### config.mk
export PLATFORM = sky130hd
export DESIGN_NAME = duty_ramp
export DESIGN_NICKNAME = d
export VERILOG_FILES = /design/src/rtl/duty_ramp.sv
export SDC_FILE = /design/constraint.sdc
export NUM_CORES = 1
export LEC_CHECK = 0
export BUFFER_PORTS_ARGS = -buffer_cell sky130_fd_sc_hd__buf_2
export CORE_ASPECT_RATIO = 1.2
export CORE_MARGIN = 2
export CORE_UTILIZATION = 35
export CTS_CLUSTER_SIZE = 8
export DETAILED_ROUTE_END_ITERATION = 8
export PLACE_DENSITY_LB_ADDON = 0.2
export SLEW_MARGIN = 25
export SYNTH_ARGS = -nofsm -noshare
export SYNTH_HDL_FRONTEND = slang
export SYNTH_SLANG_ARGS = --single-unit
### constraint.sdc
create_clock -name clk -period 5.2 [get_ports clk]
set_clock_uncertainty 0.2 [all_clocks]
set_input_delay 0.26 -clock clk [delete_from_list [all_inputs] [get_ports clk]]
set_output_delay 0.26 -clock clk [all_outputs]
set_load 0.01 [all_outputs]
### src/rtl/duty_ramp.sv
// Duty ramp feeder for the PWM stage: slews duty toward a handshaked target in bounded steps,
// with period-aligned load strobes. Define DUTY_RAMP_GAMMA_EN for a square-law duty_out map.
module duty_ramp #(
    parameter int unsigned N_BIT  = 10,
    parameter int unsigned STEP_W = 4,
    parameter int unsigned RATE_W = 8
) (
    input  logic              clk,
    input  logic              rst_n,
    input  logic [N_BIT-1:0]  target,
    input  logic              target_valid,
    output logic              target_ready,
    input  logic [STEP_W-1:0] step,
    input  logic [RATE_W-1:0] rate,
    output logic [N_BIT-1:0]  duty_out,
    output logic              load,
    output logic              busy,
    output logic              done
);

    localparam int unsigned EXT_W  = N_BIT + 1;
    localparam int unsigned RCNT_W = RATE_W + 1;
`ifdef DUTY_RAMP_GAMMA_EN
    localparam int unsigned SQ_W   = 2 * N_BIT;
`endif

    typedef enum logic [0:0] {IDLE, RAMP} state_t;

    state_t             state_q, state_d;
    logic [N_BIT-1:0]   pcnt_q;
    logic [RATE_W-1:0]  rcnt_q, rcnt_d;
    logic               init_pending_q, init_pending_d;
    logic [N_BIT-1:0]   tgt_q, tgt_d;
    logic [N_BIT-1:0]   lin_q, lin_d;
    logic [N_BIT-1:0]   duty_d;
    logic               load_d, busy_d, done_d, ready_d;

    logic               period_end;
    logic               step_tick;
    logic [STEP_W-1:0]  s_eff;
    logic [RATE_W-1:0]  r_eff;
    logic [EXT_W-1:0]   up_sum, dn_diff;
    logic [N_BIT-1:0]   nxt;

    // State and output registers
    always_ff @(posedge clk or negedge rst_n) begin
        if (!rst_n) begin
            state_q        <= IDLE;
            pcnt_q         <= '0;
            rcnt_q         <= '0;
            init_pending_q <= 1'b1;
            tgt_q          <= '0;
            lin_q          <= '0;
            duty_out       <= '0;
            load           <= 1'b0;
            busy           <= 1'b0;
            done           <= 1'b0;
            target_ready   <= 1'b0;
        end else begin
            state_q        <= state_d;
            pcnt_q         <= pcnt_q + N_BIT'(1);
            rcnt_q         <= rcnt_d;
            init_pending_q <= init_pending_d;
            tgt_q          <= tgt_d;
            lin_q          <= lin_d;
            duty_out       <= duty_d;
            load           <= load_d;
            busy           <= busy_d;
            done           <= done_d;
            target_ready   <= ready_d;
        end
    end

    // Next-state, rate divider and clamped step arithmetic
    always_comb begin
        state_d        = state_q;
        rcnt_d         = rcnt_q;
        init_pending_d = init_pending_q;
        tgt_d          = tgt_q;
        lin_d          = lin_q;
        load_d         = 1'b0;
        done_d         = 1'b0;
        busy_d         = busy;
        ready_d        = target_ready;
        step_tick      = 1'b0;

        period_end = (pcnt_q == '1);
        s_eff      = (step == '0) ? STEP_W'(1) : step;
        r_eff      = (rate == '0) ? RATE_W'(1) : rate;
        up_sum     = EXT_W'(lin_q) + EXT_W'(s_eff);
        dn_diff    = EXT_W'(lin_q) - EXT_W'(s_eff);

        if (tgt_q > lin_q) begin
            nxt = (up_sum >= EXT_W'(tgt_q)) ? tgt_q : up_sum[N_BIT-1:0];
        end else begin
            // Borrow out of the extended subtraction means we went below zero
            nxt = (dn_diff[N_BIT] || (dn_diff[N_BIT-1:0] <= tgt_q)) ? tgt_q : dn_diff[N_BIT-1:0];
        end

        if (period_end && init_pending_q) begin
            load_d         = 1'b1;
            init_pending_d = 1'b0;
        end

        case (state_q)
            IDLE: begin
                ready_d = 1'b1;
                busy_d  = 1'b0;
                if (target_valid && target_ready) begin
                    tgt_d = target;
                    if (target != lin_q) begin
                        state_d = RAMP;
                        ready_d = 1'b0;
                        busy_d  = 1'b1;
                        rcnt_d  = '0;
                    end else begin
                        done_d = 1'b1;
                    end
                end
            end
            RAMP: begin
                ready_d = 1'b0;
                if (period_end && !init_pending_q) begin
                    if ((RCNT_W'(rcnt_q) + RCNT_W'(1)) >= RCNT_W'(r_eff)) begin
                        step_tick = 1'b1;
                        rcnt_d    = '0;
                    end else begin
                        rcnt_d = rcnt_q + RATE_W'(1);
                    end
                end
                if (step_tick) begin
                    lin_d  = nxt;
                    load_d = 1'b1;
                    if (nxt == tgt_q) begin
                        done_d  = 1'b1;
                        busy_d  = 1'b0;
                        state_d = IDLE;
                        ready_d = 1'b1;
                    end
                end
            end
            default: state_d = IDLE;
        endcase
    end

    // Output duty map, registered alongside load
    always_comb begin
`ifdef DUTY_RAMP_GAMMA_EN
        duty_d = N_BIT'((SQ_W'(lin_d) * SQ_W'(lin_d)) >> N_BIT);
`else
        duty_d = lin_d;
`endif
    end

endmodule

== Word level (Yosys, flattened, before mapping) ==
Cells that the tools add are included.
Operators by class
  add/sub/neg operators: 5
  order comparisons: 4
  equal/unequal tests: 8
  muxes and demuxes: 31
  bitwise gates (word level): 1
  reduce and logical (&&, ||, !) cells: 11
Operators by type and width (number)
  $mux 8: 5
  $mux 10: 3
  $mux 1: 17
  $pmux 8 s2: 1
  $add 10x4->11: 1
  $ge 11x10->1: 1
  $sub 10x4->11: 1
  $add 10x1->10 const B: 1
  $eq 10x10->1: 1
  $eq 10x10->1 const B: 1
  $gt 10x10->1: 1
  $le 10x10->1: 1
  $ne 10x10->1: 1
  $add 8x1->9 const B: 1
  $ge 9x8->1: 1
  $add 8x1->8 const B: 1
  $logic_not 8->1: 1
  $pmux 1 s2: 4
  $ne 2x1->1 const B: 3
  $reduce_and 2->1: 3
  $logic_not 4->1: 1
  $mux 4: 1
  $ne 2x2->1 const B: 2
  $logic_and 1x1->1: 3
  4 further kinds: 4
Storage, ports and cells
  register bits after elaboration: 44
  input port bits: 25
  output and inout bits: 14

== Depth between registers and ports, before layout ==
Gate-level depths: netlist of run 1.
  depth after elaboration: 11
  gate-level depth with buffers: 20
  mapped depth without buffers: 19

== Least setup slack after synthesis of run 1 ==
No wires, ideal clock.
  path type: register -> register
  from: register lin_q[0]
  to: register state_q
  setup time: 0.135 ns
  arrival time: 3.976 ns
  slack: 0.888 ns
  cell stages (with the launch flop): 20
  path buffers: 1
  clock period less this slack: 4.312 ns
  cells stage by stage: dfrtp_1 > inv_1 > ha_1 > inv_1 > fa_1 > a21o_1 > a211o_2 > nor2_1 > xnor2_1 > ha_1 > a21oi_1 > nand2_1 > a2111oi_0 > nand2_1 > o2111a_1 > clkbuf_1 > a22oi_1 > o32ai_1 > nor4b_2 > o21ai_0
On the way
  word-level cells in the longest chain between the ends: 9
Ends and longest elaborated chain
  from (decl): RTL line 34  | logic [N_BIT-1:0] lin_q, lin_d;
  from (signal assigned): RTL line 65  | lin_q <= lin_d;
  $sub 10x4->11: RTL line 91  | dn_diff = EXT_W'(lin_q) - EXT_W'(s_eff);
  $le 10x10->1: RTL line 97  | nxt = (dn_diff[N_BIT] || (dn_diff[N_BIT-1:0] <= tgt_q)) ? tgt_q : dn_diff[N_BIT-1:0];
  $logic_or 1x1->1: RTL line 97
  $mux 10: RTL line 97
  $mux 10: RTL line 93  | if (tgt_q > lin_q) begin
  $eq 10x10->1: RTL line 134  | if (nxt == tgt_q) begin
  $mux 1: RTL line 134
  $mux 1: RTL line 131  | if (step_tick) begin
  $pmux 1 s2 (*): RTL line 105  | case (state_q)
  named net state_d: RTL line 29  | state_t state_q, state_d;
  to (signal assigned): RTL line 60  | state_q <= state_d;
  to (decl): RTL line 29
Mark *: on every way through the listed nets, which the timed path passes. The rest lies on a longest branch.
A chain may end at the register's enable or synchronous reset.

== Worst setup path in the final report of run 1 ==
Same ends and word-level chain as after synthesis.

==> results.sh, run 1 <==
export IMPL_whs_path_depth=3
export IMPL_finalCriticalPeriod_ns=4.82
export IMPL_fp_dieW_um=100
export IMPL_grt_max_degree=45
export IMPL_h_tree_depth=2
export IMPL_syn_nets=513
export IMPL_io_buffers=38
export IMPL_slew_headroom_pct=56.8
export IMPL_grt_pass1_wl_mm=17.5
export IMPL_drc_errors=0
export IMPL_num_vias=3334
export IMPL_start_kind="register"
export IMPL_async_flop_share_pct=100
export IMPL_cts_tree="yes"
export IMPL_avgSynthCellArea_um2=8.95
export IMPL_grt_setup_unrepaired="false"
export IMPL_cts_buffer_depth=2
export IMPL_p_leak_nw=2.06
export IMPL_pwr_density_cell_mw_per_mm2=203
export IMPL_synth_ff_type="dfrtp_1"
export IMPL_layout_drive_gt1_share_pct=14.2
export IMPL_crit_required_ns=5.16
export IMPL_cts_sinks=44
export IMPL_max_cap_viol_count=0
export IMPL_cts_root_buf="clkbuf_16"
export IMPL_final_seq_area_mm2=0.00110
export IMPL_antenna_cells=0
export IMPL_area_delta_synth_final_pct=12.9
export IMPL_fmax_ghz=0.207
export IMPL_die_area_mm2=0.0120
export IMPL_core_mm2=0.0110
export IMPL_multiInputGateArea_mm2=0.00257
export IMPL_cp_max_fo=13
export IMPL_synthCells=437
export IMPL_fp_dieH_um=120
export IMPL_drtAntennaViolNets=0
export IMPL_insertion_delay_ns=0.28
export IMPL_ys_seq_elements=44
export IMPL_drtPass1Iterations=4
export IMPL_start_util_pct=35.6
export IMPL_status="complete, no violations"
export IMPL_grt_ovfl_total=0
export IMPL_clkTransAtPathRegs_ns=0.06
export IMPL_drv_slew=0
export IMPL_setup_viol=0
export IMPL_viasPerCell=5.51
export IMPL_yosysWarningCount=0
export IMPL_grt_pass1_vias=3288
export IMPL_drtIter0Drc=245
export IMPL_syn_area_mm2=0.00391
export IMPL_hp_class="input pin to register"
export IMPL_num_rows=42
export IMPL_rr_worst_depth=17
export IMPL_worst_pin_slew_ns=0.647
export IMPL_synth_edf_count=0
export IMPL_io_pins=39
export IMPL_gp_congestion=0.947
export IMPL_final_nets=548
export IMPL_layout_setup_ws_ns=0.377
export IMPL_fill_cells=1118
export IMPL_dp_hpwl_mm=8.75
export IMPL_peakVddDrop_uv=159
export IMPL_track_usage_pct=18.7
export IMPL_fin_crit_sh_pct=92.8
export IMPL_antenna_found_initial=0
export IMPL_final_cell_mix="49 x ha_1, 43 x dfrtp_1, 41 x inv_1"
export IMPL_worstSetupPathType="register to register"
export IMPL_final_common_cell="ha_1"
export IMPL_wirelength_mm=10.9
export IMPL_setup_tns_ns=0
export IMPL_dp_slack_ns=0.230
export IMPL_hold_viol=0
export IMPL_critical_path_arrival_ns=4.78
export IMPL_wl_per_cell_um=18.0
export IMPL_tritoncts_num_buffers=5
export IMPL_ys_seq_area_share_pct=28.2
export IMPL_worstSetupEndpointType="register"
export IMPL_synth_cell_types=63
-- final cells by class --
cell class                 count  share of cell area (%)
timing repair buffer          43                    5.27
inverter                      42                    3.57
tap                          132                    3.74
clock inverter                 2                    1.36
sequential                    44                    25.0
clock buffer                   6                    2.92
multi-input combinational    336                    58.2
-- power breakdown --
group,internal [mW],leakage [nW],switching [mW],total (mW)
Sequential,0.344,0.504,0.00416,0.348
Combinational,0.0578,1.46,0.0850,0.143
Clock,0.276,0.0911,0.131,0.406
-- synthesized netlist by cell type (all sizes together) (2+ instances only) --
| master | count | share of area, % |
|---|---|---|
| a2111oi | 3 | 0.83 |
| a211o | 2 | 0.48 |
| a21o | 7 | 1.3 |
| a21oi | 18 | 2.3 |
| a221oi | 2 | 0.61 |
| a22o | 3 | 0.67 |
| a22oi | 6 | 1.2 |
| a31oi | 11 | 2.1 |
| a32o | 4 | 1.0 |
| a41o | 2 | 0.51 |
| and2 | 2 | 0.32 |
| and3 | 8 | 1.3 |
| buf | 7 | 1.3 |
| clkbuf | 8 | 0.77 |
| dfrtp | 43 | 28 |
| fa | 2 | 1.0 |
| ha | 49 | 16 |
| inv | 42 | 4.0 |
| nand2 | 35 | 3.4 |
| nand2b | 8 | 1.3 |
| nand3 | 18 | 2.4 |
| nand4 | 8 | 1.3 |
| nor2 | 27 | 2.6 |
| nor2b | 2 | 0.32 |
| nor3 | 3 | 0.38 |
| nor4 | 4 | 1.4 |
| o2111a | 2 | 0.58 |
| o211ai | 2 | 0.38 |
| o21a | 2 | 0.38 |
| o21ai | 30 | 4.0 |
| o221ai | 2 | 0.45 |
| o311ai | 3 | 0.86 |
| o31ai | 3 | 0.58 |
| o41ai | 3 | 0.86 |
| or4 | 3 | 0.58 |
| xnor2 | 39 | 9.1 |
| xor2 | 12 | 2.7 |
-- cells by family after synthesis --
family	share of synthesized area (%)
multiplexers	0.256
AND/OR/NAND/NOR	16.0
AO/OA/AOI/OAI	20.9
buffers and inverters	6.14
flip-flops	28.2
adder cells (fa/ha/maj)	16.7
XOR/XNOR	11.8
-- routing by layer --
metal / track usage [%] / part of all wire [%]
met1: 24.4 / 45
met4: 6.76 / 3.0
met5: 0 / 0
met3: 3.09 / 3.0
met2: 31.1 / 49
-- stage by stage --
step / area (um^2) / hold slack, ns / util, % / std cells / power [mW]
6_report: 4410 / 0.0177 / 40.2 / 605 / 0.897
5_1_grt: 4410 / 0.0244 / 40.2 / 605 / 0.937
4_1_cts: 4410 / 0.0181 / 40.2 / 605 / 0.901
3_5_place_dp: 4210 / 0.245 / 38.4 / 596 / 0.495
3_3_place_gp: 4210 / 0.242 / 38.4 / 596 / 0.494
2_1_floorplan: 3910 / -0.236 / - / 437 / 0.446
-- sequential cells by signal, indices dropped and copies added, names as in the netlist --
name	cells
busy	1
done	1
init_pending_q	1
lin_q	10
load	1
pcnt_q	10
rcnt_q	8
state_q	1
target_ready	1
tgt_q	10
-- what timing repair did --
action,4_1_cts,5_1_grt
gates resized for setup,0,0
hold endpoints to repair,33,0
hold buffers,1,0
buffers inserted,0,0
-- critical path, cell delays in order, from the launching register on --
cell      delay (ns)
dfrtp_1         0.45
inv_1           0.13
ha_1            0.19
inv_1           0.06
fa_1            0.40
a21o_1          0.20
a211o_2         0.36
or4_1           0.46
xnor2_1         0.23
ha_1            0.28
nand4_1         0.10
nor2_1          0.04
a32oi_1         0.20
o2111a_1        0.53
a22o_1          0.24
o32ai_1         0.10
nor4b_2         0.39
o21ai_0         0.13
-- path summary, 6_finish.rpt --
check | slack [ns] | to | start
worst max-delay path | 0.38 | state_q$_DFF_PN0_ | lin_q[0]$_DFFE_PN0P_
worst min-delay path | 0.02 | tgt_q[1]$_DFFE_PN0P_ | target[1]
worst max register to register | 0.38 | state_q$_DFF_PN0_ | lin_q[0]$_DFFE_PN0P_
worst min register to register | 0.26 | pcnt_q[0]$_DFF_PN0_ | pcnt_q[0]$_DFF_PN0_
max in group asynchronous | 4.10 | lin_q[9]$_DFFE_PN0P_ | rst_n
min in group asynchronous | 0.31 | rcnt_q[2]$_DFFE_PN0P_ | rst_n
Note: power is estimated with default switching activity, not from simulation.
==> inputs of run 2 (changes only) <==
CTS_BUF_LIST = sky130_fd_sc_hd__clkbuf_8   (was not set)
REMOVE_ABC_BUFFERS = 1   (was not set)
==> run 2 against run 1 <==
Compared with the run above:
- die area unchanged
- final area down 1.6%
- maximum frequency up 2.9%
- register-to-register slack better by 0.14 ns
- critical endpoint is now done$_DFF_PN0_
- highest routed layer unchanged
==> results.sh, run 2 (same netlist as run 1, synthesis figures left out) <==
export IMPL_die_area_mm2=0.0120
export IMPL_sw_frac_of_total_pct=28.4
export IMPL_drtIter0Drc=158
export IMPL_wl_per_cell_um=18.0
export IMPL_met2_length_mm=5.22
export IMPL_seqPwrFrac_pct=48.9
export IMPL_start_util_pct=35.6
export IMPL_drc_errors=0
export IMPL_hold_slack_ns=0.00908
export IMPL_critical_path_arrival_ns=4.72
export IMPL_hp_class="input pin to register"
export IMPL_final_cell_mix="49 x ha_1, 43 x dfrtp_1, 41 x inv_1"
export IMPL_status="complete, no violations"
export IMPL_gp_congestion=0.925
export IMPL_slew_headroom_pct=44.0
export IMPL_drv_slew=0
export IMPL_dpl_cell_count=597
export IMPL_fin_crit_sh_pct=90.1
export IMPL_fp_dieH_um=120
export IMPL_grt_max_degree=45
export IMPL_reg_top3="lin_q (10), pcnt_q (10), tgt_q (10)"
export IMPL_cts_root_buf="clkbuf_8"
export IMPL_fp_dieW_um=100
export IMPL_final_seq_area_mm2=0.00110
export IMPL_cts_sinks=44
export IMPL_h_tree_depth=2
export IMPL_core_mm2=0.0110
export IMPL_p_leak_nw=2.03
export IMPL_ff2ff_setup_slack_ns=0.51
export IMPL_finalCriticalPeriod_ns=4.69
export IMPL_grt_pass1_vias=3294
export IMPL_pwr_density_cell_mw_per_mm2=163
export IMPL_start_kind="register"
export IMPL_num_vias=3341
export IMPL_p_total_uw=710
export IMPL_setup_tns_ns=0
export IMPL_tritoncts_num_buffers=5
export IMPL_antenna_cells=0
export IMPL_highest_layer="met4"
export IMPL_worst_pin_slew_ns=0.836
export IMPL_pwr_share_clk_pct=30.8
export IMPL_grt_setup_unrepaired="false"
export IMPL_clkTransAtPathRegs_ns=0.08
export IMPL_final_nets=551
export IMPL_pwr_share_comb_pct=20.3
export IMPL_grt_pass1_wl_mm=17.7
export IMPL_antenna_found_initial=0
export IMPL_max_cap_viol_count=0
export IMPL_intPower_uw=509
export IMPL_area_delta_synth_final_pct=11.1
export IMPL_cts_tree="yes"
export IMPL_final_common_cell="ha_1"
export IMPL_insertion_delay_ns=0.29
export IMPL_multiInputGateArea_mm2=0.00257
export IMPL_hold_viol=0
export IMPL_drtAntennaViolNets=0
export IMPL_io_buffers=38
export IMPL_wl_met1_mm=4.95
export IMPL_track_usage_pct=18.8
export IMPL_viasPerCell=5.50
export IMPL_drtPass1Iterations=4
export IMPL_dp_hpwl_mm=8.93
export IMPL_fmax_ghz=0.213
export IMPL_cts_hold_buffers=3
export IMPL_io_pins=39
export IMPL_fill_cells=1129
export IMPL_post_cts_buffers=0
export IMPL_cts_buffer_depth=2
export IMPL_cp_max_fo=8
export IMPL_p_sw_uw=202
export IMPL_num_rows=42
export IMPL_grt_ovfl_total=0
export IMPL_crit_required_ns=5.23
export IMPL_worstSetupPathType="register to register"
export IMPL_fin_util_pct=39.6
export IMPL_peakVddDrop_uv=100
export IMPL_layout_drive_gt1_share_pct=14.5
export IMPL_wl_met3_um=425
export IMPL_wirelength_mm=10.9
export IMPL_post_cts_resized=0
export IMPL_setup_viol=0
export IMPL_worstSetupEndpointType="register"
export IMPL_fin_cells=608
run 2: stage by stage:
stage | setup slack, ns | cell area [um^2]
after floorplan | 0.717 | 3830
after global placement | 0.559 | 4220
after detailed placement | 0.408 | 4220
after CTS | 0.539 | 4340
after global routing | 0.200 | 4350
final | 0.513 | 4350
run 2: area by class of cell:
| type | instances | share of cell area (%) |
|---|---|---|
| Multi-Input combinational cell | 336 | 59.1 |
| Sequential cell | 44 | 25.4 |
| Clock inverter | 2 | 0.230 |
| Inverter | 42 | 3.63 |
| Clock buffer | 6 | 1.90 |
| Tap cell | 132 | 3.80 |
| Timing Repair Buffer | 46 | 5.99 |
run 2: power groups by stage:
stage	sequential, mW	combinational [mW]	clock (mW)
CTS	0.347	0.144	0.227
finish	0.347	0.144	0.219
detailed placement	0.354	0.141	0
global route	0.348	0.161	0.243
floorplan	0.354	0.0895	0
global placement	0.354	0.141	0
run 2: path summary, 6_finish.rpt:
path,from,endpoint,cells after the start
min reg2reg,pcnt_q[0]$_DFF_PN0_,pcnt_q[0]$_DFF_PN0_,1
max in group asynchronous,rst_n,init_pending_q$_DFFE_PN1P_,2
min in group asynchronous,rst_n,rcnt_q[0]$_DFFE_PN0P_,2
max reg2reg,lin_q[0]$_DFFE_PN0P_,done$_DFF_PN0_,18
min,target[2],tgt_q[2]$_DFFE_PN0P_,3
max,lin_q[0]$_DFFE_PN0P_,done$_DFF_PN0_,18
run 2: metal layers:
layer / vias to the layer above / track usage [%]
li1: 1648 / -
met1: 1581 / 24.8
met2: 92 / 31.4
met3: 20 / 2.85
met4: 0 / 6.16
met5: - / 0
run 2: worst max-delay path: stages (launching register included):
cell and delay [ns]:
dfrtp_1 0.44, inv_1 0.13, ha_1 0.19, inv_1 0.06, fa_1 0.41, a21o_1 0.20, a211o_2 0.37, nor2_1 0.13
xnor2_1 0.21, ha_1 0.33, a21oi_1 0.15, nand2_1 0.06, a2111oi_0 0.46, nand2_1 0.10, o2111a_1 0.23, a22oi_1 0.23
o32ai_1 0.15, nor4b_2 0.38, a22o_1 0.19
==> inputs of run 3 (changes only) <==
CTS_BUF_LIST = not set   (was sky130_fd_sc_hd__clkbuf_8)
==> run 3 against run 2 <==
Compared with the run above:
- global-route usage about the same
- sequential power about the same
- non-clock buffer count down 2
- utilization grew 0.33 points
- final area grew 0.83%
- register-to-register slack hardly changed
- first-iteration DRC count is 14% higher
- critical path type unchanged
- combinational power about the same
- final cell count shrank 0.33%
- clock power grew 42%
==> results.sh, run 3 (same netlist as run 1, synthesis figures left out) <==
export IMPL_status="complete, no violations"
export IMPL_met2_length_mm=5.30
export IMPL_final_nets=549
export IMPL_start_util_pct=35.6
export IMPL_fin_crit_sh_pct=90.0
export IMPL_crit_chain="inv_1 > ha_1 > inv_1 > fa_1 > a21o_1 > a211o_2 > nor2_1 > xnor2_1 > ha_1 > a21oi_1 > nand2_1 > a2111oi_0 > nand2_1 > o2111a_1 > a22oi_1 > o32ai_1 > nor4b_2 > a22o_1"
export IMPL_start_kind="register"
export IMPL_fp_dieW_um=100
export IMPL_sw_frac_of_total_pct=26.2
export IMPL_clkTransAtPathRegs_ns=0.06
export IMPL_drtAntennaViolNets=0
export IMPL_finalCriticalPeriod_ns=4.68
export IMPL_antenna_found_initial=0
export IMPL_num_vias=3324
export IMPL_highest_layer="met4"
export IMPL_grt_pass1_wl_mm=17.7
export IMPL_cts_root_buf="clkbuf_16"
export IMPL_num_rows=42
export IMPL_pwr_share_clk_pct=38.7
export IMPL_dpl_cell_count=597
export IMPL_intPower_uw=591
export IMPL_hp_class="input pin to register"
export IMPL_wl_met3_um=377
export IMPL_p_leak_nw=2.05
export IMPL_final_cell_mix="49 x ha_1, 43 x dfrtp_1, 41 x inv_1"
export IMPL_critPathMaxStageDelay_ns=0.45
export IMPL_setup_tns_ns=0
export IMPL_grt_setup_unrepaired="false"
export IMPL_reg_top3="lin_q (10), pcnt_q (10), tgt_q (10)"
export IMPL_worstSetupPathType="register to register"
export IMPL_dp_hpwl_mm=8.93
export IMPL_drtPass1Iterations=5
export IMPL_setup_viol=0
export IMPL_area_delta_synth_final_pct=12.1
export IMPL_post_cts_buffers=0
export IMPL_finish_instance_area_mm2=0.00438
export IMPL_io_pins=39
export IMPL_worstSetupEndpointType="register"
export IMPL_io_buffers=38
export IMPL_insertion_delay_ns=0.28
export IMPL_antenna_cells=0
export IMPL_tritoncts_num_buffers=5
export IMPL_wl_per_cell_um=18.0
export IMPL_p_sw_uw=210
export IMPL_cts_buffer_depth=2
export IMPL_fill_cells=1128
export IMPL_critical_path_arrival_ns=4.69
export IMPL_max_cap_viol_count=0
export IMPL_cts_tree="yes"
export IMPL_layout_drive_gt1_share_pct=14.6
export IMPL_cp_max_fo=8
export IMPL_grt_max_degree=45
export IMPL_fp_dieH_um=120
export IMPL_drv_slew=0
export IMPL_pwr_density_cell_mw_per_mm2=183
export IMPL_slew_headroom_pct=43.8
export IMPL_final_common_cell="ha_1"
export IMPL_cts_sinks=44
export IMPL_viasPerCell=5.49
export IMPL_cp_slowest_cell="a2111oi_0"
export IMPL_core_mm2=0.0110
export IMPL_fin_util_pct=39.9
export IMPL_worst_pin_slew_ns=0.839
export IMPL_drtIter0Drc=180
export IMPL_h_tree_depth=2
export IMPL_wirelength_mm=10.9
export IMPL_track_usage_pct=18.9
export IMPL_cp_top_family="compound AO/OA/AOI/OAI gates"
export IMPL_fin_cells=606
export IMPL_grt_ovfl_total=0
export IMPL_crit_required_ns=5.21
export IMPL_critPathBufInv=2
export IMPL_die_area_mm2=0.0120
export IMPL_hold_viol=0
export IMPL_drc_errors=0
export IMPL_placed_cell_area_mm2=0.00422
export IMPL_p_total_uw=801
export IMPL_peakVddDrop_uv=129
export IMPL_seqPwrFrac_pct=43.4
export IMPL_pwr_share_comb_pct=17.9
export IMPL_grt_pass1_vias=3321
export IMPL_gp_congestion=0.925
export IMPL_wl_met1_mm=4.91
export IMPL_fmax_ghz=0.214
[run 3: cell count changes in the layout (fill, tap and decap cells not counted)]
| cell | delta |
|---|---|
| clkbuf_8 | -5 |
| dlygate4sd3_1 | -2 |
| clkbuf_16 | +5 |
[run 3: repair_timing]
item | in CTS | in global routing
resized for setup | 0 | 0
hold buffers | 1 | 0
hold endpoints to repair | 43 | 0
[run 3: worst reg2reg max path, delay by kind of cell, from the launching register on]
kind	cells	cell delay (ns)
AOI/OAI and AO/OA	8	1.98
adders and majority gates	3	0.92
and+or+nand+nor	4	0.67
DFF	1	0.44
xor gates and xnor gates	1	0.21
buffers and inverters	2	0.19
[run 3: path summary, 6_finish.rpt]
check | start | endpoint | slack [ns] | depth (start not counted)
min in group asynchronous | rst_n | rcnt_q[0]$_DFFE_PN0P_ | 0.31 | 2
max in group asynchronous | rst_n | init_pending_q$_DFFE_PN1P_ | 4.11 | 2
setup / recovery | lin_q[0]$_DFFE_PN0P_ | done$_DFF_PN0_ | 0.52 | 18
hold reg to reg | pcnt_q[0]$_DFF_PN0_ | pcnt_q[0]$_DFF_PN0_ | 0.25 | 1
setup reg to reg | lin_q[0]$_DFFE_PN0P_ | done$_DFF_PN0_ | 0.52 | 18
hold / removal | target[1] | tgt_q[1]$_DFFE_PN0P_ | 0.01 | 3
[run 3: area by class of cell]
cell class                 count  area (um^2)  share of cell area, %
timing repair buffer          44          240                   5.48
inverter                      42          158                   3.60
tap                          132          165                   3.77
clock buffer                   6          139                   3.17
sequential                    44         1100                   25.2
multi-input combinational    336         2570                   58.6
clock inverter                 2         10.0                  0.228
[run 3: metal layers]
| metal | up-vias | GRT usage [%] |
|---|---|---|
| li1 | 1643 | - |
| met1 | 1576 | 24.7 |
| met2 | 87 | 31.8 |
| met3 | 18 | 2.68 |
| met4 | 0 | 6.16 |
| met5 | - | 0 |
[run 3: power by group through the flow]
| stage | sequential, mW | clock [mW] | combinational [mW] |
|---|---|---|---|
| floorplan | 0.354 | 0 | 0.0895 |
| global placement | 0.354 | 0 | 0.141 |
| detailed placement | 0.354 | 0 | 0.141 |
| CTS | 0.348 | 0.319 | 0.143 |
| global route | 0.348 | 0.336 | 0.160 |
| finish | 0.348 | 0.310 | 0.143 |
[run 3: metrics by stage]
| step | worst slack (ns) | hold WS (ns) |
|---|---|---|
| 6_report | 0.521 | 0.0106 |
| 2_1_floorplan | 0.717 | -0.236 |
| 5_1_grt | 0.203 | 0.0308 |
| 3_5_place_dp | 0.408 | 0.241 |
| 4_1_cts | 0.539 | 0.0109 |
| 3_3_place_gp | 0.559 | 0.239 |
